$ cat config.mk
export PLATFORM = sky130hd
export DESIGN_NAME = dcache_line_xfer
export DESIGN_NICKNAME = d
export VERILOG_FILES = /design/src/rtl/dcache_xfer_pkg.sv /design/src/rtl/dcache_line_xfer.sv
export SDC_FILE = /design/constraint.sdc
export NUM_CORES = 1
export LEC_CHECK = 0
export CAP_MARGIN = 25
export CORE_MARGIN = 10
export CORE_UTILIZATION = 49
export CTS_BUF_LIST = sky130_fd_sc_hd__clkbuf_4 sky130_fd_sc_hd__clkbuf_8 sky130_fd_sc_hd__clkbuf_16
export DETAILED_ROUTE_END_ITERATION = 6
export HOLD_SLACK_MARGIN = 0.15
export MAX_ROUTING_LAYER = met4
export PLACE_DENSITY = 0.88
export SLEW_MARGIN = 40
export SYNTH_ARGS = -nofsm -noshare
export SYNTH_HDL_FRONTEND = slang
export SYNTH_SLANG_ARGS = --single-unit
$ cat constraint.sdc
create_clock -name clk -period 3 [get_ports clk]
set_input_delay 0.75 -clock clk [delete_from_list [all_inputs] [get_ports clk]]
set_output_delay 0.75 -clock clk [all_outputs]
set_load 0.005 [all_outputs]
$ cat src/rtl/dcache_xfer_pkg.sv
// Shared types and constants for the data-cache line transfer engine.
// Latency: n/a (types and constants only).
// Backpressure: n/a.
//
// Holds the sequencer state encoding, the fixed phase lengths of a
// quad-SPI line transfer and the default command bytes.
package dcache_xfer_pkg;

    // Transfer sequencer states, in the order a transfer walks through them.
    typedef enum logic [2:0] {
        ST_IDLE  = 3'd0,
        ST_CMD   = 3'd1,
        ST_ADDR  = 3'd2,
        ST_DUMMY = 3'd3,
        ST_DATA  = 3'd4,
        ST_RECOV = 3'd5
    } state_e;

    // Phase lengths in nibble (clock) cycles.
    localparam int LINE_BYTES = 4;
    localparam int CMD_NIB    = 2;
    localparam int ADDR_NIB   = 6;
    localparam int DATA_NIB   = 2 * LINE_BYTES;

    // Memory-side address is always 24 bits on the wire.
    localparam int MEM_ADDR_W = 24;

    // Default quad-SPI command bytes.
    localparam logic [7:0] CMD_READ_DEF  = 8'hEB;
    localparam logic [7:0] CMD_WRITE_DEF = 8'h38;

    // Phase counter reload value for a phase of 'len' cycles.
    function automatic logic [3:0] phase_last(input int len);
        return 4'(len - 1);
    endfunction

endpackage

$ cat src/rtl/dcache_line_xfer.sv
// Nibble-serial line-fill / write-back responder between dcache and a quad-SPI memory.
// Latency: push done at T+17, pull done at T+24 (DUMMY_CYCLES=6) after the accept cycle T.
// Backpressure: none inside a transfer; start is ignored while busy.
//
// Ports:
//   clk, reset                 clock, asynchronous active-high reset
//   start, push, pull, tag     cache miss-service request, latched on accept
//   dwrite / rstrobe_d         write-back nibble from the cache / consume strobe
//   dread  / wstrobe_d         fill nibble to the cache / valid strobe
//   busy, done                 transfer (incl. CS recovery) in progress / completion pulse
//   mem_cs_n, mem_sck_en       memory chip select (active low), clock gate enable
//   mem_oe, mem_out, mem_in    memory data pins: drive enable, outgoing and incoming nibble
module dcache_line_xfer
    import dcache_xfer_pkg::*;
#(
    parameter int         PA           = 22,
    parameter int         LINE_LENGTH  = 4,
    parameter logic [7:0] CMD_READ     = CMD_READ_DEF,
    parameter logic [7:0] CMD_WRITE    = CMD_WRITE_DEF,
    parameter int         DUMMY_CYCLES = 6,
    parameter int         CS_HIGH      = 2
) (
    input  logic          clk,
    input  logic          reset,
    input  logic          start,
    input  logic          push,
    input  logic          pull,
    input  logic [PA-3:0] tag,
    input  logic [3:0]    dwrite,
    output logic          rstrobe_d,
    output logic          wstrobe_d,
    output logic [3:0]    dread,
    output logic          busy,
    output logic          done,
    output logic          mem_cs_n,
    output logic          mem_sck_en,
    output logic          mem_oe,
    output logic [3:0]    mem_out,
    input  logic [3:0]    mem_in
);

    localparam logic [3:0] CMD_LAST   = phase_last(CMD_NIB);
    localparam logic [3:0] ADDR_LAST  = phase_last(ADDR_NIB);
    localparam logic [3:0] DUMMY_LAST = phase_last(DUMMY_CYCLES);
    localparam logic [3:0] DATA_LAST  = phase_last(2 * LINE_LENGTH);
    localparam logic [3:0] RECOV_LAST = phase_last(CS_HIGH);

    // ------------------------------------------------------------------
    // State
    // ------------------------------------------------------------------
    state_e        state_q,   state_d;
    logic [3:0]    cnt_q,     cnt_d;       // shared phase counter, counts down to 0
    logic          op_push_q, op_push_d;   // 1: write-back, 0: line fill
    logic [PA-3:0] tag_q,     tag_d;
    logic [3:0]    dread_q,   dread_d;
    logic          wstrobe_q, wstrobe_d_n;
    logic          done_q,    done_d;

    logic [MEM_ADDR_W-1:0] addr24;
    logic [7:0]            cmd_byte;
    logic [3:0]            addr_nib;
    logic                  phase_end;

    // Byte address of the line, zero-extended to the 24-bit wire address.
    assign addr24    = MEM_ADDR_W'({tag_q, 2'b00});
    assign cmd_byte  = op_push_q ? CMD_WRITE : CMD_READ;
    assign phase_end = (cnt_q == 4'd0);

    // Address nibbles go out MSB first while the counter runs 5 -> 0.
    always_comb begin
        addr_nib = addr24[3:0];
        case (cnt_q)
            4'd5:    addr_nib = addr24[23:20];
            4'd4:    addr_nib = addr24[19:16];
            4'd3:    addr_nib = addr24[15:12];
            4'd2:    addr_nib = addr24[11:8];
            4'd1:    addr_nib = addr24[7:4];
            default: addr_nib = addr24[3:0];
        endcase
    end

    // ------------------------------------------------------------------
    // Next state and pin outputs
    // ------------------------------------------------------------------
    always_comb begin
        state_d    = state_q;
        cnt_d      = cnt_q;
        op_push_d  = op_push_q;
        tag_d      = tag_q;
        mem_cs_n   = 1'b1;
        mem_sck_en = 1'b0;
        mem_oe     = 1'b0;
        mem_out    = 4'h0;
        rstrobe_d  = 1'b0;

        case (state_q)
            ST_IDLE: begin
                if (start && (push || pull)) begin
                    // Write-back has priority so a dirty victim is never lost.
                    op_push_d = push;
                    tag_d     = tag;
                    state_d   = ST_CMD;
                    cnt_d     = CMD_LAST;
                end
            end

            ST_CMD: begin
                mem_cs_n   = 1'b0;
                mem_sck_en = 1'b1;
                mem_oe     = 1'b1;
                mem_out    = (cnt_q == 4'd1) ? cmd_byte[7:4] : cmd_byte[3:0];
                if (phase_end) begin
                    state_d = ST_ADDR;
                    cnt_d   = ADDR_LAST;
                end else begin
                    cnt_d = cnt_q - 4'd1;
                end
            end

            ST_ADDR: begin
                mem_cs_n   = 1'b0;
                mem_sck_en = 1'b1;
                mem_oe     = 1'b1;
                mem_out    = addr_nib;
                if (phase_end) begin
                    if (op_push_q) begin
                        state_d = ST_DATA;
                        cnt_d   = DATA_LAST;
                    end else begin
                        state_d = ST_DUMMY;
                        cnt_d   = DUMMY_LAST;
                    end
                end else begin
                    cnt_d = cnt_q - 4'd1;
                end
            end

            ST_DUMMY: begin
                // Bus turnaround: release the data pins before the memory drives.
                mem_cs_n   = 1'b0;
                mem_sck_en = 1'b1;
                if (phase_end) begin
                    state_d = ST_DATA;
                    cnt_d   = DATA_LAST;
                end else begin
                    cnt_d = cnt_q - 4'd1;
                end
            end

            ST_DATA: begin
                mem_cs_n   = 1'b0;
                mem_sck_en = 1'b1;
                if (op_push_q) begin
                    // The cache presents the nibble at its current offset and
                    // advances on this strobe, so dwrite passes straight through.
                    mem_oe    = 1'b1;
                    mem_out   = dwrite;
                    rstrobe_d = 1'b1;
                end
                if (phase_end) begin
                    state_d = ST_RECOV;
                    cnt_d   = RECOV_LAST;
                end else begin
                    cnt_d = cnt_q - 4'd1;
                end
            end

            ST_RECOV: begin
                if (phase_end) begin
                    state_d = ST_IDLE;
                    cnt_d   = 4'd0;
                end else begin
                    cnt_d = cnt_q - 4'd1;
                end
            end

            default: begin
                state_d = ST_IDLE;
                cnt_d   = 4'd0;
            end
        endcase
    end

    // ------------------------------------------------------------------
    // Fill data path and completion pulse
    // ------------------------------------------------------------------
    always_comb begin
        wstrobe_d_n = (state_q == ST_DATA) && !op_push_q;
        dread_d     = wstrobe_d_n ? mem_in : dread_q;
        // Write-back completes after its last DATA cycle. A fill completes one
        // cycle after its last registered strobe, which lands in the first
        // RECOV cycle; wstrobe_q is only ever set by fills.
        done_d      = ((state_q == ST_DATA) && op_push_q && phase_end) ||
                      ((state_q == ST_RECOV) && wstrobe_q);
    end

    always_ff @(posedge clk or posedge reset) begin
        if (reset) begin
            state_q   <= ST_IDLE;
            cnt_q     <= 4'd0;
            op_push_q <= 1'b0;
            tag_q     <= '0;
            dread_q   <= 4'h0;
            wstrobe_q <= 1'b0;
            done_q    <= 1'b0;
        end else begin
            state_q   <= state_d;
            cnt_q     <= cnt_d;
            op_push_q <= op_push_d;
            tag_q     <= tag_d;
            dread_q   <= dread_d;
            wstrobe_q <= wstrobe_d_n;
            done_q    <= done_d;
        end
    end

    assign dread     = dread_q;
    assign wstrobe_d = wstrobe_q;
    assign done      = done_q;
    assign busy      = (state_q != ST_IDLE);

endmodule
After elaboration in Yosys (flattened, before gate mapping) --
Index checks and enable logic that the tools add are counted.
Storage, ports and cells: bits of input ports 33, output and inout bits 15, logic and storage cells 65, bits in registers 34
Operators by class: multiplexer cells 26, reduce and logical (&&, ||, !) cells 15, equal/unequal tests 16, $add $sub $neg 1
Operator list (number):
- 2-to-1 mux 4 bit | 8
- one-hot mux 4 bit (6 select lines) | 1
- 2-to-1 mux 3 bit | 7
- one-hot mux 4 bit (5 select lines) | 1
- one-hot mux 3 bit (6 select lines) | 1
- inequality test 2 bit (second input constant) | 6
- one-hot mux 4 bit (3 select lines) | 1
- equality test 4 x 2 -> 1 bit (second input constant) | 2
- equality test 4 x 3 -> 1 bit (second input constant) | 2
- 2-to-1 mux 8 bit | 1
- equality test 3 x 2 -> 1 bit (second input constant) | 2
- equality test 3 bit (second input constant) | 2
- AND reduction 6 bit | 1
- logical AND 1 bit | 5
- equality test 4 x 1 -> 1 bit (second input constant) | 1
- zero test 4 bit | 1
- 2-to-1 mux 1 bit | 4
- OR reduction 4 bit | 1
- subtractor 4 x 1 -> 4 bit (second input constant) | 1
- equality test 3 x 1 -> 1 bit (second input constant) | 1
- zero test 3 bit | 1
- nonzero test 3 bit | 1
- logical OR 1 bit | 2
- 2-to-1 mux 2 bit | 1
- 4 further kinds | 4

Logic depth before layout (Yosys ltp) --
Gate-level depths: netlist of run 1.
word-level depth 4, gate-level depth with buffers 8, depth with buffers taken out 8

Least setup slack after synthesis of run 1 --
Ideal clock, no wire load.
path type reg-to-output, start reg cnt_q[0], end out mem_out[1], stages on the path, launching flop included 7, data arrival time 1.690 ns, required time 2.250 ns, buffers on the path 0, slack 0.560 ns, path through dfrtp_1 > inv_1 > ha_1 > nor3_1 > o31a_1 > or4_4 > o22ai_2
On the way: longest elaborated chain between the ends 3, elaborated cells on any way between the ends 8, those cells by class eq/ne (5); mux (3)
Ends and longest elaborated chain:
- start: declaration | line dcache_line_xfer.sv:52 | logic [3:0] cnt_q, cnt_d;
- start signal: assignment | line dcache_line_xfer.sv:208 | cnt_q <= cnt_d;
- equality test 4 x 1 -> 1 bit, or another cell as far along | line dcache_line_xfer.sv:72, dcache_line_xfer.sv:111
- one-hot mux 4 bit (5 select lines) or 2-to-1 mux 4 bit (tied branches) | line dcache_line_xfer.sv:72, dcache_line_xfer.sv:111
- one-hot mux 4 bit (3 select lines) * | line dcache_line_xfer.sv:96 | case (state_q)
- end: declaration | line dcache_line_xfer.sv:38 | output logic [3:0] mem_out,
Mark *: on every way between the ends. The rest lies on a longest branch, timed or not.

Worst setup path in the final report of run 1 --
start reg cnt_q[1], end out mem_out[2]
The elaborated chain is that of the path after synthesis.

==> results of run 1 <==
layer usage:
layer  global-route usage (%)  wire [um]
met3                    4.968        286
met1                    17.07       1992
met4                    3.741         56
met5                        -          0
met2                    22.16       2047
path summary, 6_finish.rpt:
path / depth (start not counted) / slack, ns / from / end
setup / recovery: 8 / 0.10 / cnt_q[1] / mem_out[2]
setup reg to reg: 5 / 1.05 / state_q[1] / tag_q[6]
hold / removal: 1 / 0.51 / tag_q[5] / tag_q[5]
max in group asynchronous: 3 / 1.86 / reset / tag_q[13]
min in group asynchronous: 3 / 0.84 / reset / dread[1]
hold reg to reg: 1 / 0.51 / tag_q[5] / tag_q[5]
through the flow:
stage / cell area (um^2) / hold slack [ns]
after global placement: 2466 / 0.4895
after detailed placement: 2466 / 0.5006
after floorplan: 1906 / 0.4749
final: 2590 / 0.5150
after CTS: 2599 / 0.5174
after global routing: 2590 / 0.5264
cells in the final DEF (no fill, tap or decap), types with 2 or more instances in the layout:
master / synthesis / routed
sky130_fd_sc_hd__a21oi_1: 6 / 6
sky130_fd_sc_hd__o211ai_1: 3 / 3
sky130_fd_sc_hd__clkbuf_2: 0 / 3
sky130_fd_sc_hd__nor3_1: 3 / 3
sky130_fd_sc_hd__o31ai_1: 3 / 3
sky130_fd_sc_hd__o21ai_1: 0 / 2
sky130_fd_sc_hd__nand3_1: 3 / 3
sky130_fd_sc_hd__a22oi_1: 3 / 3
sky130_fd_sc_hd__inv_2: 0 / 2
sky130_fd_sc_hd__ha_2: 0 / 3
sky130_fd_sc_hd__a222oi_1: 4 / 4
sky130_fd_sc_hd__nor2_1: 8 / 8
sky130_fd_sc_hd__nor2b_1: 2 / 2
sky130_fd_sc_hd__ha_1: 8 / 5
sky130_fd_sc_hd__inv_1: 8 / 6
sky130_fd_sc_hd__and2_1: 3 / 3
sky130_fd_sc_hd__clkdlybuf4s50_1: 0 / 43
sky130_fd_sc_hd__o21ai_0: 12 / 10
sky130_fd_sc_hd__mux2_2: 26 / 26
sky130_fd_sc_hd__buf_4: 1 / 16
sky130_fd_sc_hd__nand2_1: 12 / 12
sky130_fd_sc_hd__dfrtp_1: 34 / 34
sky130_fd_sc_hd__o22ai_2: 2 / 2
sky130_fd_sc_hd__clkbuf_8: 0 / 5
sky130_fd_sc_hd__a32o_1: 2 / 2
sky130_fd_sc_hd__clkinvlp_4: 0 / 2
critical path: stages, from the launching register on:
cell,delay (ns)
sky130_fd_sc_hd__dfrtp_1,0.40
sky130_fd_sc_hd__buf_4,0.15
sky130_fd_sc_hd__ha_2,0.17
sky130_fd_sc_hd__buf_4,0.14
sky130_fd_sc_hd__a222oi_1,0.31
sky130_fd_sc_hd__o21ai_1,0.11
sky130_fd_sc_hd__mux2_2,0.27
sky130_fd_sc_hd__a21o_1,0.17
sky130_fd_sc_hd__buf_2,0.12
cell type report:
class                      instances  area share, %
timing repair buffer              63          22.03
sequential                        34          32.85
inverter                           8          1.159
tap                               48          2.319
multi-input combinational        122          37.25
clock buffer                       5          2.657
clock inverter                     3          1.739
power groups by stage:
stage / Clock (mW) / Combinational, mW / Sequential [mW]
after detailed placement: 0 / 1.33 / 0.844
after CTS: 0.429 / 1.34 / 0.831
after global placement: 0 / 1.29 / 0.837
after global routing: 0.454 / 1.47 / 0.866
after floorplan: 0 / 0.876 / 0.780
final: 0.421 / 1.33 / 0.833
what timing repair did:
item / CTS / global route
buffers inserted: 3 / 0
pin swaps: 3 / 6
setup endpoints to repair: 4 / 4
hold buffers: 0 / 0
resized for setup: 11 / 9
sequential cells by signal (all words and copies together), names as in the netlist:
name and cells:
op_push_q 1, cnt_q 4, done 1, tag_q 20
dread 4, wstrobe_d 1, state_q 3
logic make-up after synthesis:
group / share of synthesized area (%)
adder cells (fa/ha/maj): 5.253
XOR/XNOR: 0.4597
buffers and inverters: 5.121
AND/OR/NAND/NOR: 13.00
multiplexers: 15.36
flip-flops: 44.65
AO/OA/AOI/OAI: 16.15
==> results.txt, run 1 <==
From bottom edge to top edge, the die measures 82.36 um. In this run the clock root is driven by a sky130_fd_sc_hd__clkbuf_8. At the end of the flow, the number of nets in the layout was 275. The clock power share came out at between 10% and 20%. The share of the clock period used by the worst path after layout is a little over nine tenths.

The end-of-flow core utilization came out at between 60% and 70%. The count of final max-slew check failures came out at 0. After synthesis, the cell types taking the most area are sky130_fd_sc_hd__dfrtp_1, sky130_fd_sc_hd__mux2_2, sky130_fd_sc_hd__ha_1.

sky130_fd_sc_hd__dfrtp_1 is the most common cell in the netlist. The worst setup slack before clock tree synthesis came out at approximately 0.017 ns. The power density over cell area came out at 996.4 mW/mm^2. In the final layout, the multi-input gates occupy 964.7 um^2. The detailed-route vias per instance came out at around 5.4.

The arrival time reported for the critical path endpoint is between 2 and 2.5 ns. The number of antenna cells inserted is 0. After floorplanning, the core was sized to cover between 0.003 and 0.004 mm^2. The required time at the endpoint of the critical path is ~2.3 ns. The total area of sequential cells is between 800 and 900 um^2. The post-synthesis sequential area ratio is ~45%. The number of setup violations in the final report came out at 0.

The via count of the routed design came out at between 1,500 and 2,000. By count the netlist is led by sky130_fd_sc_hd__dfrtp_1, sky130_fd_sc_hd__mux2_2, sky130_fd_sc_hd__nand2_1, sky130_fd_sc_hd__o21ai_0. The top fanout value on the critical path came out at 4. The internal power component came out at approximately 1.7 mW.

The maximum ir drop on the vdd rail came out at 524.6 uV. The post-synthesis async set-or-reset flop share came out at between 90% and 100%. Clock latency on the worst-skew pair, taken at its later pin, is 0.29 ns.

The average wire length per cell after detail routing came out at ~15 um. The number of design-rule violations left by the first detailed-router iteration came out at between 100 and 150. The total routed wirelength came out at ~4400 um. The number of routed nets with antenna violations came out at 0. From left edge to right edge, the die measures between 80 and 90 um.

The count of unique library cells instantiated by Yosys came out at between 40 and 50. The wire length of the first global-routing pass came out at ~7300 um. The number of instances in the synthesized netlist is 176. The CTS buffer count came out at 5.

Setup repair after global routing could not meet its margin everywhere. The filler cells instantiated in the layout total between 200 and 300. The count of flip-flops with a built-in enable after synthesis came out at 0. The netlist area before placement is 0.001906 mm^2. The largest total area in the synthesized netlist belongs to sky130_fd_sc_hd__dfrtp_1.

The number of global-route vias before repair is roughly 1,500. The static leakage is around 1.1 nW. The number of sinks driven by the clock tree came out at 34. The final critical-path required period came out at approximately 2.9 ns. The final worst setup slack is about 0.10 ns. The critical path capture point type is an output pin. The switching power share of the total is 35.82%. The number of synthesis warnings is 0. The flow ran to the end, and the final reports show no timing, DRC or antenna violations. The starting density of the core is between 50% and 60%. The pin count of the biggest net entering global routing is 35.

The class of the worst hold path is reg -> reg. The setup clock skew after layout is approximately 0.004 ns. The final non-filler cell total is 283. The synthesized area per cell came out at 10.83 um^2.

The HPWL after detailed placement is 3439 um. The number of DRC violations after detailed routing is 0. between 40 and 50 I/O pins were placed. STA classifies the critical path startpoint as a flip-flop. For the pin with the worst max-slew slack, the measured transition is about 0.54 ns. The floorplan step defined a die boundary enclosing 0.006783 mm^2. The hold violation total from the final report is 0. The overflow left after global routing came out at 0.

The fraction of layout cells with a size suffix above 1 came out at around 28%. The critical path in this run is classified as reg -> out. The number of antenna violations at the first check in global routing was 0. The most used flip-flop cell after synthesis is sky130_fd_sc_hd__dfrtp_1.

Based on the critical path, the design can be clocked at up to 0.3452 GHz. Clock-pin slew was measured on the worst setup and hold paths at 0.07 ns. Summing internal, switching and leakage power gives 2.581 mW. The maximum buffer depth of the clock tree is 2. The register bit total from synthesis came out at 34.

The cell count after placement is 272. Input and output buffers added on the ports amount to 47. The combinational cell fraction of total power came out at between 50% and 60%. The max-cap check violation count came out at 0. Global routing used 14.19% of the available tracks across all layers. The routability congestion estimate came out at between 0.9 and 1.

TritonCTS built the clock tree. The area share of the leading cell type in the synthesized netlist came out at roughly 45%. The sequential power share came out at between 30 and 40%. The number of H-tree levels came out at 2. Before antenna repair, the detailed router went through 5 iterations. The placement row count came out at 22. The area growth from synthesis to final layout is 35.92%. The net switching power is around 0.92 mW. Summed over all failing endpoints, the final setup total negative slack is 0 ns.

The max-slew headroom at the worst pin came out at ~64%. The post-synthesis net count is 217.
Note: power is estimated with default switching activity, not from simulation.
==> inputs of run 2 (changes only) <==
--- a/config.mk
+++ b/config.mk
@@ -5,6 +5,7 @@
 export SDC_FILE = /design/constraint.sdc
 export NUM_CORES = 1
 export LEC_CHECK = 0
+export ABC_CLOCK_PERIOD_IN_PS = 2980
 export CAP_MARGIN = 25
 export CORE_MARGIN = 10
 export CORE_UTILIZATION = 49
==> constraint.sdc (replaced) <==
create_clock -name clk -period 2.98 [get_ports clk]
set_input_delay 0.745 -clock clk [delete_from_list [all_inputs] [get_ports clk]]
set_output_delay 0.745 -clock clk [all_outputs]
set_load 0.005 [all_outputs]
==> results.txt, run 2 (synthesized netlist as in run 1, its figures left out) <==
Setup repair after global routing could not meet its margin everywhere. The end of the worst register-to-register path is state_q[1]. The placed wire-length estimate after detailed placement is 3455 um (+0.45%). The final critical-path required period is about 3.0 ns. The power density over cell area came out at 1004 mW/mm^2 (+0.75%). The count of cells along the worst register-to-register path came out at 9 (+4).

The number of nets in the finished design came out at 276 (+0.36%). The overflow left after global routing is 0 (unchanged). The CTS buffer count came to 5 (unchanged).

The layout filler cell count came out at 275 (+3.0%). The area growth from synthesis to final layout came out at 37.95%. The number of antenna violations at the first check in global routing was 0 (unchanged). The wire length of the first global-routing pass is 7831 um (+6.7%). The top fanout value on the critical path came to 4 (unchanged). The max-cap check violation count came out at 0 (unchanged). The clock latency at the later pin of the worst-skew pair came to 0.29 ns (about the same).

The horizontal extent of the die is 82.36 um (unchanged). The static leakage was 1.089 nW (+0.48%). The number of setup violations in the final report came out at 0 (unchanged). The number of global-route vias before repair is 1,595 (+4.2%).

The clock-pin slew on the worst setup and hold paths was 0.06 ns (about the same). The average wire length per cell after detail routing is 17.32 um (+12%). The number of antenna cells inserted is 0 (unchanged). Of the available clock period, the critical path in the final layout requires roughly 100%. The class of the worst hold path is reg -> reg.

The flip-flop count of the largest register after layout was 20 (unchanged). The hold violation total from the final report came out at 0 (unchanged). Based on the critical path, the design can be clocked at up to between 0.3 and 0.4 GHz. The TritonCTS clock tree is yes.

The area of the multi-input gates was 0.001015 mm^2 (+5.2%). The placement row count came out at 22 (unchanged). Ranked by flip-flop count, first place goes to tag_q. The count of final max-slew check failures is 0 (unchanged).

The total area of sequential cells is 853.3 um^2 (+0.29%). The setup clock skew after layout is 0.002324 ns (-0.001693 ns). The worst hold slack across all endpoints is 0.5148 ns (-0.0001860 ns). The overall power after layout came out at 2.639 mW (+2.3%). The routability congestion estimate came out at 0.8886 (-8.2%). The total routed wirelength came to 4885 um (+11%). The number of sinks driven by the clock tree came out at 34 (unchanged). The required time at the endpoint of the critical path came out at 2.24 ns (about the same).

The max-slew headroom at the worst pin is 61.59% (-2.4 points). The number of placed I/O pins came out at 48 (unchanged). The maximum buffer depth of the clock tree is 2 (unchanged). Leaving out fill and tap cells, the most frequent cells in the layout are sky130_fd_sc_hd__clkdlybuf4s50_1, sky130_fd_sc_hd__dfrtp_1, sky130_fd_sc_hd__mux2_2.

The arrival time reported for the critical path endpoint is 2.21 ns (+0.06 ns). The cell sitting at the root of the clock tree is a sky130_fd_sc_hd__clkbuf_8. The worst-margin pin slew is 0.5737 ns (+0.03620 ns).

The number of instances on the worst hold path was 1 (unchanged). The number of routed nets with antenna violations came out at 0 (unchanged). The die height is 82.36 um (unchanged). The reg2reg setup slack is 0.80 ns (-0.25 ns). The critical register-to-register path startpoint is cnt_q[0]. The startpoint identified for the worst hold timing path is tag_q[13].

The number of design-rule violations left by the first detailed-router iteration came out at 159 (+21%). The detailed-route vias per instance came to 5.543 (+2.1%). The via count of the routed design is 1,563 (+1.7%). The terminating pin of the worst hold path is tag_q[13].

The starting density of the core is 51.28% (unchanged). The number of buffer cells added on primary ports is 47 (unchanged). The iteration count of the initial detailed-routing pass came to 4 (-1). The total global routing track utilization is 15.40% (+1.2 points). The area after detailed placement came out at 0.002466 mm^2 (unchanged).

The area of the core came to 0.003716 mm^2 (unchanged). The run finished with clean final reports. The leading cell type in the layout, fill and taps excluded is sky130_fd_sc_hd__clkdlybuf4s50_1. The worst setup path is launched from a flip-flop. The pin count of the biggest net entering global routing came to 35 (unchanged). The total die area is 0.006783 mm^2 (unchanged). The number of DRC violations after detailed routing was 0 (unchanged). The post-layout instance area is 0.002629 mm^2 (+1.5%). The critical path capture point type is an output pin. The critical path is of the reg -> out type. The fraction of layout cells with a size suffix above 1 is 29.91% (+1.8 points). The number of H-tree levels is 2 (unchanged).

The maximum ir drop on the vdd rail is 566.2 uV (+7.9%).
run 2: cell count changes in the layout (fill, tap and decap cells not counted), moves of 2 or more:
cell,delta
sky130_fd_sc_hd__buf_6,+2
sky130_fd_sc_hd__ha_2,-3
sky130_fd_sc_hd__clkinvlp_4,-2
sky130_fd_sc_hd__dfrtp_1,-2
sky130_fd_sc_hd__dfrtp_2,+2
sky130_fd_sc_hd__ha_4,+4
run 2: final cells by class:
type,count,share of cell area [%]
Multi-Input combinational cell,122,38.60
Timing Repair Buffer,64,22.28
Sequential cell,34,32.46
Inverter,8,1.238
Tap cell,48,2.285
Clock buffer,6,3.141
run 2: how the worst max path moves through the flow:
stage / from / to
final: cnt_q[0] / mem_out[0]
after global routing: cnt_q[1] / mem_out[0]
after CTS: cnt_q[1] / mem_out[1]
after detailed placement: cnt_q[1] / mem_out[1]
after global placement: cnt_q[0] / mem_out[2]
after floorplan: cnt_q[0] / mem_out[1]
run 2: timing repair:
action | CTS | global route
pin swaps | 3 | 11
hold buffers | 0 | 0
gates resized for setup | 12 | 21
gates cloned | 0 | 0
buffers inserted | 3 | 1
setup endpoints to repair | 4 | 4
hold endpoints to repair | 0 | 0
run 2: metrics by stage:
stage               setup TNS, ns  setup slack, ns  instances  utilization, %
floorplan                       0           0.5453        176               -
global placement                0          0.02002        272           66.36
detailed placement       -0.01098         -0.01098        272           66.36
CTS                      -0.03708         -0.03293        281           69.56
global route             -0.06846         -0.05390        282           70.74
finish                          0          0.02093        282           70.74
run 2: worst max-delay path, stage by stage (launching register included):
cell	delay, ns
sky130_fd_sc_hd__dfrtp_2	0.48
sky130_fd_sc_hd__inv_4	0.10
sky130_fd_sc_hd__buf_6	0.10
sky130_fd_sc_hd__ha_4	0.12
sky130_fd_sc_hd__nor2b_2	0.04
sky130_fd_sc_hd__o31a_1	0.31
sky130_fd_sc_hd__or4_4	0.51
sky130_fd_sc_hd__o22ai_2	0.13
sky130_fd_sc_hd__buf_2	0.14
run 2: routing by layer:
metal | vias up | global-route usage, % | part of all wire, %
li1 | 754 | - | -
met1 | 740 | 18.47 | 42
met2 | 60 | 23.41 | 50
met3 | 9 | 4.644 | 6.4
met4 | 0 | 6.803 | 1.7
met5 | - | - | 0
run 2: power breakdown:
part	switching (mW)	internal (mW)	total, mW
Combinational	0.635	0.796	1.43
Sequential	0.197	0.678	0.875
Clock	0.155	0.178	0.333
==> inputs of run 3 (changes only) <==
--- a/config.mk
+++ b/config.mk
@@ -7,12 +7,11 @@
 export LEC_CHECK = 0
 export ABC_CLOCK_PERIOD_IN_PS = 2980
 export CAP_MARGIN = 25
-export CORE_MARGIN = 10
+export CORE_MARGIN = 3
 export CORE_UTILIZATION = 49
 export CTS_BUF_LIST = sky130_fd_sc_hd__clkbuf_4 sky130_fd_sc_hd__clkbuf_8 sky130_fd_sc_hd__clkbuf_16
 export DETAILED_ROUTE_END_ITERATION = 6
 export HOLD_SLACK_MARGIN = 0.15
-export MAX_ROUTING_LAYER = met4
 export PLACE_DENSITY = 0.88
 export SLEW_MARGIN = 40
 export SYNTH_ARGS = -nofsm -noshare
==> results.txt, run 3 (synthesized netlist as in run 1, its figures left out) <==
The class of the worst hold path is reg -> reg. The setup clock skew after layout is 0.006607 ns (+0.004283 ns). The power density over cell area came out at 1022 mW/mm^2 (+1.8%).

The number of DRC violations after detailed routing came to 0 (unchanged). The iteration count of the initial detailed-routing pass is 4 (unchanged). The maximum buffer depth of the clock tree is 2 (unchanged). The placement row count is 22 (unchanged).

The horizontal extent of the die came out at 68.36 um (-17%). The clock latency at the later pin of the worst-skew pair is 0.29 ns (about the same). The area growth from synthesis to final layout came out at 37.69%. The number of design-rule violations left by the first detailed-router iteration came out at 113 (-29%). In the layout the commonest cells are sky130_fd_sc_hd__clkdlybuf4s50_1, sky130_fd_sc_hd__dfrtp_1, sky130_fd_sc_hd__mux2_2. The number of placed I/O pins is 48 (unchanged). The max-cap check violation count was 0 (unchanged).

The routability congestion estimate was 0.8436 (-5.1%). The maximum ir drop on the vdd rail is 544.5 uV (-3.8%). The share of the clock period used by the worst path after layout came to 97.22% (-2.1 points). The count of final max-slew check failures was 0 (unchanged). The detailed-route vias per instance came out at 5.614 (+1.3%).

The total routed wirelength came to 4593 um (-6.0%). The hold violation total from the final report came to 0 (unchanged). The total area of sequential cells came out at 852.1 um^2 (-0.15%). The number of antenna violations at the first check in global routing came out at 0 (unchanged). The number of global-route vias before repair came out at 1,556 (-2.4%).

The total global routing track utilization is 21.30% (+5.9 points). The worst setup path is of the reg -> out kind. The placed wire-length estimate after detailed placement is 3409 um (-1.3%). The flip-flop count of the largest register after layout is 20 (unchanged).

The cell count after placement is 274 (+0.74%). The CTS buffer count is 5 (unchanged). The number of nets in the finished design is 277 (+0.36%). The layout filler cell count is 282 (+2.5%). The pin count of the biggest net entering global routing is 35 (unchanged). The critical path capture point type is an output pin. The number of antenna cells inserted came out at 0 (unchanged).

tag_q holds more flip-flops than any other register. The wire length of the first global-routing pass is 7279 um (-7.0%). The starting density of the core is 51.28% (unchanged). The worst-margin pin slew is 0.5847 ns (+0.01097 ns). The number of H-tree levels is 2 (unchanged). The average wire length per cell after detail routing came to 16.12 um (-7.0%). The count of hold-fix buffers inserted at cts came out at 0 (unchanged).

Leaving out fill and tap cells, the most frequent cell in the layout is sky130_fd_sc_hd__clkdlybuf4s50_1. The top fanout value on the critical path came out at 4 (unchanged). The area of the multi-input gates is 979.7 um^2 (-3.5%). The final non-filler cell total came to 285 (+1.1%). The number of setup violations in the final report came to 0 (unchanged). The area of the core came out at 0.003716 mm^2 (unchanged). The number of sinks driven by the clock tree is 34 (unchanged).

The static leakage came out at 1.118 nW (+2.7%). The number of routed nets with antenna violations is 0 (unchanged). The arrival time reported for the critical path endpoint was 2.15 ns (-0.06 ns).

The aggregate negative setup slack is 0 ns (unchanged). The overall power after layout was 2.682 mW (+1.6%). The startpoint class of the critical path is a flip-flop. The post-layout instance area is 0.002624 mm^2 (-0.19%). The clock-pin slew on the worst setup and hold paths is 0.07 ns (about the same). The end-of-flow core utilization was 70.61% (-0.13 points). The via count of the routed design is 1,600 (+2.4%).

The fraction of layout cells with a size suffix above 1 is 29.11% (-0.80 points). The tree is rooted in a sky130_fd_sc_hd__clkbuf_8. The required time at the endpoint of the critical path is 2.24 ns (about the same). The max-slew headroom at the worst pin is 60.85% (-0.73 points). The number of buffer cells added on primary ports is 47 (unchanged). The die height came out at 68.36 um (-17%). The maximum frequency from static timing analysis came out at 0.3452 GHz (+2.1%).

The TritonCTS clock tree is yes. The run finished with clean final reports. The final critical-path required period is 2.897 ns (-0.06206 ns). The overflow left after global routing is 0 (unchanged). The area after detailed placement was 0.002481 mm^2 (+0.61%). The total die area is 0.004673 mm^2 (-31%).
## run 3: cell types whose count changed in the layout (fill, tap and decap cells not counted), sizes merged
| cell | previous run | this run |
|---|---|---|
| buf | 19 | 18 |
| bufinv | 0 | 1 |
| clkinv | 0 | 2 |
| dlymetal6s2s | 0 | 1 |
## run 3: critical path, stage by stage (launching register included)
cell	delay (ns)
sky130_fd_sc_hd__dfrtp_1	0.41
sky130_fd_sc_hd__inv_2	0.08
sky130_fd_sc_hd__buf_4	0.14
sky130_fd_sc_hd__ha_1	0.19
sky130_fd_sc_hd__nor2b_1	0.18
sky130_fd_sc_hd__o31a_1	0.19
sky130_fd_sc_hd__mux2_2	0.35
sky130_fd_sc_hd__a21o_1	0.17
sky130_fd_sc_hd__dlymetal6s2s_1	0.15
## run 3: timing repair
| action | 4_1_cts | 5_1_grt |
|---|---|---|
| resized for setup | 9 | 11 |
| setup buffers | 1 | 2 |
| endpoints found under the setup margin | 4 | 4 |
| pin swaps | 5 | 6 |
## run 3: path summary, 6_finish.rpt
check | cells after the start | slack (ns) | startpoint | end
worst max register to register | 8 | 0.84 | cnt_q[1] | state_q[1]
max in group asynchronous | 3 | 1.82 | reset | cnt_q[0]
worst min register to register | 1 | 0.51 | dread[0] | dread[0]
min in group asynchronous | 3 | 0.84 | reset | tag_q[3]
worst max-delay path | 8 | 0.08 | cnt_q[1] | mem_out[2]
worst min-delay path | 1 | 0.51 | dread[0] | dread[0]
## run 3: metal layers
metal,up-vias,track usage [%],routed length [um]
met5,-,0,0
met4,0,8.933,104
met2,55,35.38,2401
li1,762,-,-
met1,769,25.62,1833
met3,14,6.240,253
## run 3: cell type report
type	instances	area share (%)
Inverter	8	1.144
Tap cell	48	2.289
Timing Repair Buffer	65	22.60
Clock inverter	3	1.526
Sequential cell	34	32.47
Clock buffer	5	2.623
Multi-Input combinational cell	122	37.34
## run 3: stage by stage
stage,setup WS [ns],hold WS [ns]
2_1_floorplan,0.5453,0.4749
3_3_place_gp,0.06876,0.4896
3_5_place_dp,0.004915,0.4986
4_1_cts,-0.2402,0.5140
5_1_grt,-0.01885,0.5317
6_report,0.08299,0.5104
## run 3: power breakdown
group / switching [mW] / internal (mW)
sequential: 0.166 / 0.677
combinational: 0.643 / 0.777
clock: 0.173 / 0.246
